$ cat src/rtl/div_pkg.sv
// Shared definitions for the multi-cycle divider: FSM state encoding,
// iteration count, operation codes and the operand magnitude helper.
package div_pkg;

  typedef enum logic [1:0] {
    IDLE     = 2'd0,
    DIV_ZERO = 2'd1,
    ON       = 2'd2,
    END      = 2'd3
  } div_state_t;

  localparam int unsigned DIV_WIDTH = 32;
  localparam logic [5:0] LAST_STEP = 6'(DIV_WIDTH - 1);

  // ALU control codes routed to this unit by the decoder
  localparam logic [7:0] DIV_CONTROL  = 8'b0001_1010;
  localparam logic [7:0] DIVU_CONTROL = 8'b0001_1011;

  function automatic logic is_div_op(input logic [7:0] op);
    return (op == DIV_CONTROL) || (op == DIVU_CONTROL);
  endfunction

  function automatic logic [31:0] magnitude(input logic [31:0] x, input logic is_signed);
    return (is_signed && x[31]) ? (~x + 32'd1) : x;
  endfunction

endpackage

$ cat src/rtl/div.sv
// Radix-2 restoring divider, one shift/subtract step per cycle, producing
// {remainder, quotient} with a single-cycle ready pulse.
module div
  import div_pkg::*;
(
  input  logic        clk,
  input  logic        rst,
  input  logic        start,
  input  logic        annul,
  input  logic        signed_div,
  input  logic [31:0] a,
  input  logic [31:0] b,
  output logic [63:0] result,
  output logic        ready
);

  div_state_t  state, state_next;
  logic [31:0] a_q, b_q;
  logic        signed_q;
  logic [64:0] acc;
  logic [5:0]  cnt;

  logic        accept;
  logic [31:0] a_mag, b_mag;
  logic [64:0] acc_src, shifted, acc_step;
  logic [32:0] diff;
  logic [31:0] quot, rem, quot_final, rem_final;

  assign accept = (state == IDLE) && start && !annul;
  assign ready  = (state == END);

  always_ff @(posedge clk or posedge rst) begin
    if (rst) state <= IDLE;
    else     state <= state_next;
  end

  // annul overrides every transition, including a start seen in IDLE
  always_comb begin
    state_next = state;
    case (state)
      IDLE:     if (start) state_next = (b == 32'd0) ? DIV_ZERO : ON;
      DIV_ZERO: state_next = END;
      ON:       if (cnt == LAST_STEP) state_next = END;
      END:      state_next = IDLE;
      default:  state_next = IDLE;
    endcase
    if (annul) state_next = IDLE;
  end

  // The first step seeds the partial remainder from the latched dividend,
  // so operands only need to be captured once at acceptance.
  always_comb begin
    a_mag      = magnitude(a_q, signed_q);
    b_mag      = magnitude(b_q, signed_q);
    acc_src    = (cnt == 6'd0) ? {33'd0, a_mag} : acc;
    shifted    = {acc_src[63:0], 1'b0};
    diff       = shifted[64:32] - {1'b0, b_mag};
    acc_step   = diff[32] ? shifted : {diff, shifted[31:1], 1'b1};
    quot       = acc_step[31:0];
    rem        = acc_step[63:32];
    quot_final = (signed_q && (a_q[31] ^ b_q[31])) ? (~quot + 32'd1) : quot;
    rem_final  = (signed_q && a_q[31]) ? (~rem + 32'd1) : rem;
  end

  always_ff @(posedge clk or posedge rst) begin
    if (rst) begin
      a_q      <= '0;
      b_q      <= '0;
      signed_q <= 1'b0;
      acc      <= '0;
      cnt      <= '0;
      result   <= '0;
    end else if (accept) begin
      a_q      <= a;
      b_q      <= b;
      signed_q <= signed_div;
      acc      <= '0;
      cnt      <= '0;
    end else if (state == ON && !annul) begin
      acc <= acc_step;
      cnt <= cnt + 6'd1;
      if (cnt == LAST_STEP) result <= {rem_final, quot_final};
    end else if (state == DIV_ZERO && !annul) begin
      result <= 64'h0;
    end
  end

endmodule

$ cat config.mk
export PLATFORM = sky130hd
export DESIGN_NAME = div
export DESIGN_NICKNAME = d
export VERILOG_FILES = /design/src/rtl/div_pkg.sv /design/src/rtl/div.sv
export SDC_FILE = /design/constraint.sdc
export NUM_CORES = 1
export LEC_CHECK = 0
export CORE_UTILIZATION = 50
export CTS_CLUSTER_DIAMETER = 120
export CTS_CLUSTER_SIZE = 40
export DETAILED_ROUTE_END_ITERATION = 8
export HOLD_SLACK_MARGIN = 0.12
export PLACE_DENSITY = 0.72
export SYNTH_ARGS = -nofsm -noshare
export SYNTH_HDL_FRONTEND = slang
export SYNTH_SLANG_ARGS = --single-unit
$ cat constraint.sdc
create_clock -name clk -period 7.7 [get_ports clk]
set_clock_uncertainty 0.15 [all_clocks]
set_input_delay 0.77 -clock clk [delete_from_list [all_inputs] [get_ports clk]]
set_output_delay 0.77 -clock clk [all_outputs]
set_load 0.01 [all_outputs]
== After elaboration in Yosys (flattened, before gate mapping) ==
Index checks and enable logic that the tools add are counted.
Word-level totals
  flip-flop bits (word level): 201
  bits in latches: 0
  bits in writable memories: 0
  ROM bits: 0
  bits of input ports: 69
  output and inout port bits: 65
  logic and storage cells: 59
  memories: 0
Cells by class
  $add $sub $neg: 6
  multipliers: 0
  div/mod/pow operators: 0
  order comparisons: 0
  eq/ne operators: 7
  shift operators: 0
  multiplexer cells: 18
  bitwise operators: 6
  reduce and logical (&&, ||, !) cells: 15
Operators with widths (count)
  two-way mux 64 bit: 7
  adder 32 x 1 -> 32 bit (second input constant): 4
  two-way mux 32 bit: 4
  NOT 32 bit: 4
  subtractor 33 x 32 -> 33 bit: 1
  zero test 32 bit: 1
  two-way mux 6 bit: 2
  two-way mux 2 bit: 4
  case mux 2 bit (4 select lines): 1
  logical AND 1 bit: 7
  adder 6 x 1 -> 6 bit (second input constant): 1
  equality test 6 x 5 -> 1 bit (second input constant): 1
  zero test 6 bit: 1
  inequality test 3 bit (second input constant): 2
  equality test 2 bit (second input constant): 2
  nonzero test 2 bit: 2
  AND reduction 3 bit: 1
  equality test 2 x 1 -> 1 bit (second input constant): 1
  zero test 2 bit: 1
  inequality test 2 bit (second input constant): 1
  AND reduction 2 bit: 1
  zero test 1 bit: 1
  NOT 1 bit: 1
  XOR 1 bit: 1

== Depth between registers and ports, before layout ==
Gate-level depths: netlist of the first run.
  word-level depth: 11
  mapped depth: 34

== Worst setup path before layout of the first run ==
Ideal clock, no wire load.
  kind: reg2reg
  start: register b_q[2]
  end: register result[52]
  data arrival time: 6285 ps
  data required time: 7418 ps
  path slack: 1133 ps
  stages on the path, launching flop included: 31
  buffers on the path: 3
  period minus slack after synthesis: 6567 ps
  cell sequence: dfrtp_1 -> nor3_1 -> nand3_1 -> nor3_1 -> nand2_1 -> nor3_1 -> nand2_1 -> or4_1 -> o41ai_1 -> xor2_1 -> ha_1 -> nand4_1 -> or3_1 -> o221a_2 -> a21oi_1 -> nor2_2 -> inv_2 -> buf_2 -> clkbuf_1 -> buf_2 -> nand2_1 -> nand2_1 -> ha_1 -> o21ai_0 -> nor2b_1 -> o211ai_1 -> o41a_1 -> a21o_1 -> o41ai_1 -> xor2_1 -> o21ai_1
On the way
  longest elaborated chain between the ends: 10
RTL lines
  start: declaration: RTL line div.sv:18  | logic [31:0] a_q, b_q;
  start signal: assignment: RTL line div.sv:68  | b_q <= '0;
  start signal: assignment: RTL line div.sv:75  | b_q <= b;
  NOT 32 bit: RTL line div_pkg.sv:24  | return (is_signed && x[31]) ? (~x + 32'd1) : x;
  adder 32 x 1 -> 32 bit: RTL line div_pkg.sv:24
  two-way mux 32 bit *: RTL line div_pkg.sv:24
  subtractor 33 x 32 -> 33 bit *: RTL line div.sv:57  | diff = shifted[64:32] - {1'b0, b_mag};
  two-way mux 64 bit *: RTL line div.sv:58  | acc_step = diff[32] ? shifted : {diff, shifted[31:1], 1'b1};
  NOT 32 bit: RTL line div.sv:62  | rem_final = (signed_q && a_q[31]) ? (~rem + 32'd1) : rem;
  adder 32 x 1 -> 32 bit: RTL line div.sv:62
  two-way mux 32 bit *: RTL line div.sv:62
  two-way mux 64 bit *: RTL line div.sv:82  | if (cnt == LAST_STEP) result <= {rem_final, quot_final};
  two-way mux 64 bit *: RTL line div.sv:79  | end else if (state == ON && !annul) begin
  end signal: assignment: RTL line div.sv:82
  end: declaration: RTL line div.sv:13  | output logic [63:0] result,
Mark *: on every way between the ends. The rest lies on a longest branch, timed or not. The select of a mux whose other input is x is not followed.
A chain may end at the register's enable or synchronous reset.

== Final worst setup path of the first run ==
  start: register b_q[2]
  end: register result[62]
Same word-level chain as after synthesis.

==> results.json, run 1 <==
{
  "run_status": "finished clean",
  "root_buffer": "clkbuf_16",
  "slowest_stage": "or4_1",
  "holdPathStages": 2,
  "cts_buffers": 9,
  "synth_cells": 1641,
  "wl_per_cell_microns": 19.69,
  "path_delay_family": "simple AND/OR/NAND/NOR gates",
  "wl_microns": 40940,
  "cts_setup_buffers": 0,
  "avgSynthCellArea_sq_um": 8.458,
  "first_pass_iters": 5,
  "syn_to_final_growth_pct": 13.30,
  "ant_nets": 0,
  "reg2reg_to": "result[62]",
  "cp-end-kind": "register",
  "critPathLaunchType": "register",
  "grt_max_degree": 128,
  "start_util": 0.5121,
  "clock_latency_ns": 0.49,
  "relSlewSlack": 0.1846,
  "max_cap_viol_count": 0,
  "finalHoldViolCount": 0,
  "rsz0062_at_grt": "false",
  "setup_viol": 0,
  "syn_nets": 1753,
  "min_from": "result[3]",
  "period_share": 0.9302,
  "critical-path-max-stage-delay_ns": 0.48,
  "drive_above_1_share": 0.07499,
  "yosysWarnings": 0,
  "finalCriticalPeriod_ns": 7.162,
  "stdcell_area_sq_um": 15730,
  "synth_area_leaders": "dfrtp_1, nand2_1, xor2_1, a21oi_1, mux2_2",
  "synth-edff-count": 0,
  "track_usage": 0.2899,
  "rows": 60,
  "yosys.area.top_type_share": 0.3624,
  "routed_via_density": 6.029,
  "dieArea_sq_um": 28430,
  "critPathArrivalTime_ns": 7.44,
  "htreeDepth": 1,
  "cts.path.max_buffers": 3,
  "drc": 0,
  "yosysSeqAreaShare": 0.3624,
  "yosysTopAreaCell": "dfrtp_1",
  "synthArstFlopShare": 1.000,
  "r2r_start": "b_q[2]",
  "die_w_microns": 168.6,
  "die_y_microns": 168.6,
  "path_class": "reg2reg",
  "fmax_ghz": 0.1396,
  "synthMostInstantiatedCell": "nand2_1",
  "drv_slew": 0,
  "synthDistinctLibCells": 84,
  "dpl_cell_area_sq_um": 15440,
  "whs_endpoint": "result[3]",
  "grt_pass1_vias": 11520,
  "grt-ovfl-total": 0,
  "worstRegToRegCells": 27,
  "gp_congestion": 0.9551,
  "critPathMaxFanout": 30,
  "cts_tree": "yes",
  "ys_ff_latch": 201,
  "grt_pass1_wl_microns": 65300,
  "core_area_sq_um": 27100,
  "clk_pin_slew_ns": 0.15,
  "setup-tns-final_ns": 0,
  "critPathBufInv": 1,
  "synth-main-ff-cell": "dfrtp_1",
  "min_path_type": "reg2reg",
  "port_buffers": 133,
  "num_io_pins": 134,
  "r2r_setup_slack_ns": 0.54,
  "drtIter0Drc": 1274,
  "crit_top_cell": "nand2_1",
  "syn_area_sq_um": 13880,
  "tightest_slew_ns": 1.210,
  "clkSinkCount": 201,
  "nets": 1818,
  "diodes": 0,
  "cp-startpoint": "b_q[2]",
  "antenna_found_initial": 0,
  "hpwl_microns": 31210,
  "cp_data_required_time_ns": 7.97,
  "synth_common_cells": "nand2_1, dfrtp_1, nor2_1",
  "vias": 12540
}
stage by stage:
stage          instances  worst slack (ns)  utilization  hold WS, ns
4_1_cts             2079            0.5283       0.5799       0.3510
6_report            2079            0.5376       0.5802       0.3440
5_1_grt             2079          0.009164       0.5802       0.3639
2_1_floorplan       1641             1.133            -       0.3295
3_3_place_gp        2067            0.7954       0.5697       0.3093
3_5_place_dp        2067            0.5999       0.5697       0.3199
registers in the layout, summed over array words and instances, names as in the netlist:
signal / flops
a_q: 32
acc: 64
b_q: 32
cnt: 6
result: 64
signed_q: 1
state: 2
worst max path at each step:
stage | end | cells after the start
after floorplan | result[52] | 30
after global placement | result[52] | 27
after detailed placement | result[62] | 27
after CTS | result[62] | 27
after global routing | result[62] | 27
final | result[62] | 27
routing by layer:
metal  up-vias  GRT usage  wire length (microns)
met5         -          0                      0
met4         0    0.04743                    625
met3        39    0.03063                   3273
met2       509     0.4191                  17060
met1      6020     0.4668                  19980
li1       5967          -                      -
logic make-up (layout without fill, tap and decap cells):
logic type      Yosys count  count (layout)  synth area share
fa+ha+maj                43              43           0.03930
mux                      76              76           0.06184
buf+inv                 130             196           0.03777
compound gates          437             437            0.1949
xor+xnor                142             142           0.08961
simple gates            612             612            0.2142
flops                   201             201            0.3624
area by class of cell:
class / count / area [sq um]
Sequential cell: 201 / 5030
Timing Repair Buffer: 151 / 1466
Clock inverter: 3 / 50.05
Multi-Input combinational cell: 1310 / 8357
Inverter: 33 / 131.4
Clock buffer: 9 / 225.2
Fill cell: 2470 / 11380
Tap cell: 372 / 465.4
worst reg2reg max path, stage by stage, from the launching register on:
cell and delay (ns):
dfrtp_1 0.47, nor3_1 0.28, nand3_1 0.17, nor3_2 0.29, nand2_1 0.16, nor3_1 0.35
nand2_1 0.17, or4_1 0.48, o41ai_1 0.32, xor2_1 0.14, ha_1 0.38, nand4_1 0.13
or3_1 0.41, o221a_2 0.28, and3_1 0.27, nor2_2 0.16, buf_4 0.35, nand2_1 0.13
nand2_1 0.08, ha_1 0.24, o21ai_0 0.19, nor2b_1 0.23, o211ai_1 0.11, o41a_1 0.23
nor4_2 0.30, nand3_1 0.15, nor4b_1 0.31, a311o_1 0.18
what timing repair did:
item	4_1_cts	5_1_grt
endpoints found under the hold margin	0	0
endpoints found under the setup margin	0	5
hold buffers	0	0
gates resized for setup	0	2
layout by cell type (no fill, tap or decap), drive strengths merged, types with 28 or more instances in the layout:
cell type,Yosys,final
or3,28,28
xor2,77,77
clkdlybuf4s50,0,133
xnor2,65,65
inv,33,35
and2,35,35
nor3,33,33
o21ai,140,140
nand2,215,215
a21oi,133,133
dfrtp,201,201
a211oi,33,33
ha,42,42
nor2,170,170
mux2,58,58
Power of run 1 is not shown: default switching activity piles up to over one toggle a cycle in this logic, so the estimate is an artifact.
==> run 2, diff against run 1 <==
Settings changed: CAP_MARGIN from default to 25.
==> run 2 against run 1 <==
Global-route usage is the same. Worst setup slack better by 0.033 ns. Die area stayed put. Register-to-register slack improved by 0.03 ns. Cell area up 0.21%. Hold slack about the same. Largest cell class unchanged.
==> results.json, run 2 (synthesis results as in run 1) <==
{
  "dieArea_sq_um": 28430,
  "hpwl_microns": 31210,
  "clock_latency_ns": 0.49,
  "first_pass_iters": 5,
  "clk_pin_slew_ns": 0.14,
  "crit_top_cell": "nand2_1",
  "ant_nets": 0,
  "grt_max_degree": 128,
  "antenna_found_initial": 0,
  "period_share": 0.9259,
  "syn_to_final_growth_pct": 13.53,
  "cts_setup_buffers": 0,
  "path_class": "reg2reg",
  "cts.path.max_buffers": 3,
  "final_cell_mix": "nand2_1, dfrtp_1, nor2_1, clkdlybuf4s50_1, a21oi_1",
  "critPathMaxFanout": 30,
  "cp_data_required_time_ns": 7.98,
  "die_w_microns": 168.6,
  "root_buffer": "clkbuf_16",
  "track_usage": 0.2899,
  "critPathArrivalTime_ns": 7.41,
  "start_util": 0.5121,
  "vias": 12490,
  "finalCriticalPeriod_ns": 7.130,
  "cts_buffers": 9,
  "rows": 60,
  "wl_microns": 41020,
  "layout_commonest_cell": "nand2_1",
  "max_cap_viol_count": 0,
  "core_area_sq_um": 27100,
  "relSlewSlack": 0.3095,
  "die_y_microns": 168.6,
  "diodes": 0,
  "slowest_stage": "or4_1",
  "gp_congestion": 0.9551,
  "fmax_ghz": 0.1403,
  "num_io_pins": 134,
  "grt_pass1_wl_microns": 65300,
  "top_regs": "acc x64, result x64",
  "critPathLaunchType": "register",
  "setup_viol": 0,
  "grt-ovfl-total": 0,
  "drc": 0,
  "grt_pass1_vias": 11520,
  "run_status": "finished clean",
  "wl_per_cell_microns": 19.71,
  "htreeDepth": 1,
  "port_buffers": 133,
  "ctsHoldBuffers": 0,
  "setup-tns-final_ns": 0,
  "nets": 1820,
  "routed_via_density": 6.004,
  "rsz0062_at_grt": "false",
  "tightest_slew_ns": 1.025,
  "drv_slew": 0,
  "min_path_type": "reg2reg",
  "drive_above_1_share": 0.07607,
  "critPathBufInv": 1,
  "finalHoldViolCount": 0,
  "drtIter0Drc": 1212,
  "clkSinkCount": 201,
  "cp-end-kind": "register",
  "critical-path-max-stage-delay_ns": 0.48,
  "path_delay_family": "simple AND/OR/NAND/NOR gates",
  "cts_tree": "yes"
}
## run 2: cell count changes in the layout (fill, tap and decap cells not counted)
cell,previous run,this run
buf_16,0,1
buf_2,0,1
## run 2: layout make-up
| class | instances | area [sq um] |
|---|---|---|
| inverter | 33 | 131.4 |
| multi-input combinational | 1310 | 8357 |
| sequential | 201 | 5030 |
| timing repair buffer | 153 | 1499 |
| clock inverter | 3 | 50.05 |
| tap | 372 | 465.4 |
| clock buffer | 9 | 225.2 |
| fill | 2468 | 11340 |
## run 2: worst paths after layout
kind / from / to / slack [ns] / cells after the start
worst max-delay path: b_q[2] / result[62] / 0.57 / 27
max in group asynchronous: rst / result[52] / 5.24 / 3
worst max register to register: b_q[2] / result[62] / 0.57 / 27
worst min register to register: result[3] / result[3] / 0.34 / 2
min in group asynchronous: rst / result[16] / 0.66 / 2
worst min-delay path: result[3] / result[3] / 0.34 / 2
## run 2: stage by stage
stage / std cells / worst slack [ns] / util / hold slack, ns / cell area [sq um]
2_1_floorplan: 1641 / 1.133 / - / 0.3295 / 13880
3_3_place_gp: 2067 / 0.7954 / 0.5697 / 0.3093 / 15440
3_5_place_dp: 2067 / 0.5999 / 0.5697 / 0.3199 / 15440
4_1_cts: 2079 / 0.5283 / 0.5799 / 0.3510 / 15720
5_1_grt: 2081 / 0.01489 / 0.5814 / 0.3639 / 15760
6_report: 2081 / 0.5703 / 0.5814 / 0.3441 / 15760
## run 2: metal layers
metal / vias to the layer above / global-route usage / wire, microns
met4: 0 / 0.04743 / 588
li1: 5978 / - / -
met2: 496 / 0.4191 / 17200
met1: 5988 / 0.4668 / 20120
met3: 32 / 0.03063 / 3118
met5: - / 0 / 0
## run 2: tightest hold or removal path: stages, from the launching register on
cell and delay, ns:
dfrtp_1 0.37, nand2_1 0.04, o21ai_0 0.06
## run 2: repair_timing
action	in CTS	in global routing
endpoints found under the setup margin	0	5
gates resized for setup	0	2
hold endpoints to repair	0	0
Power of run 2 is left out for the same reason.
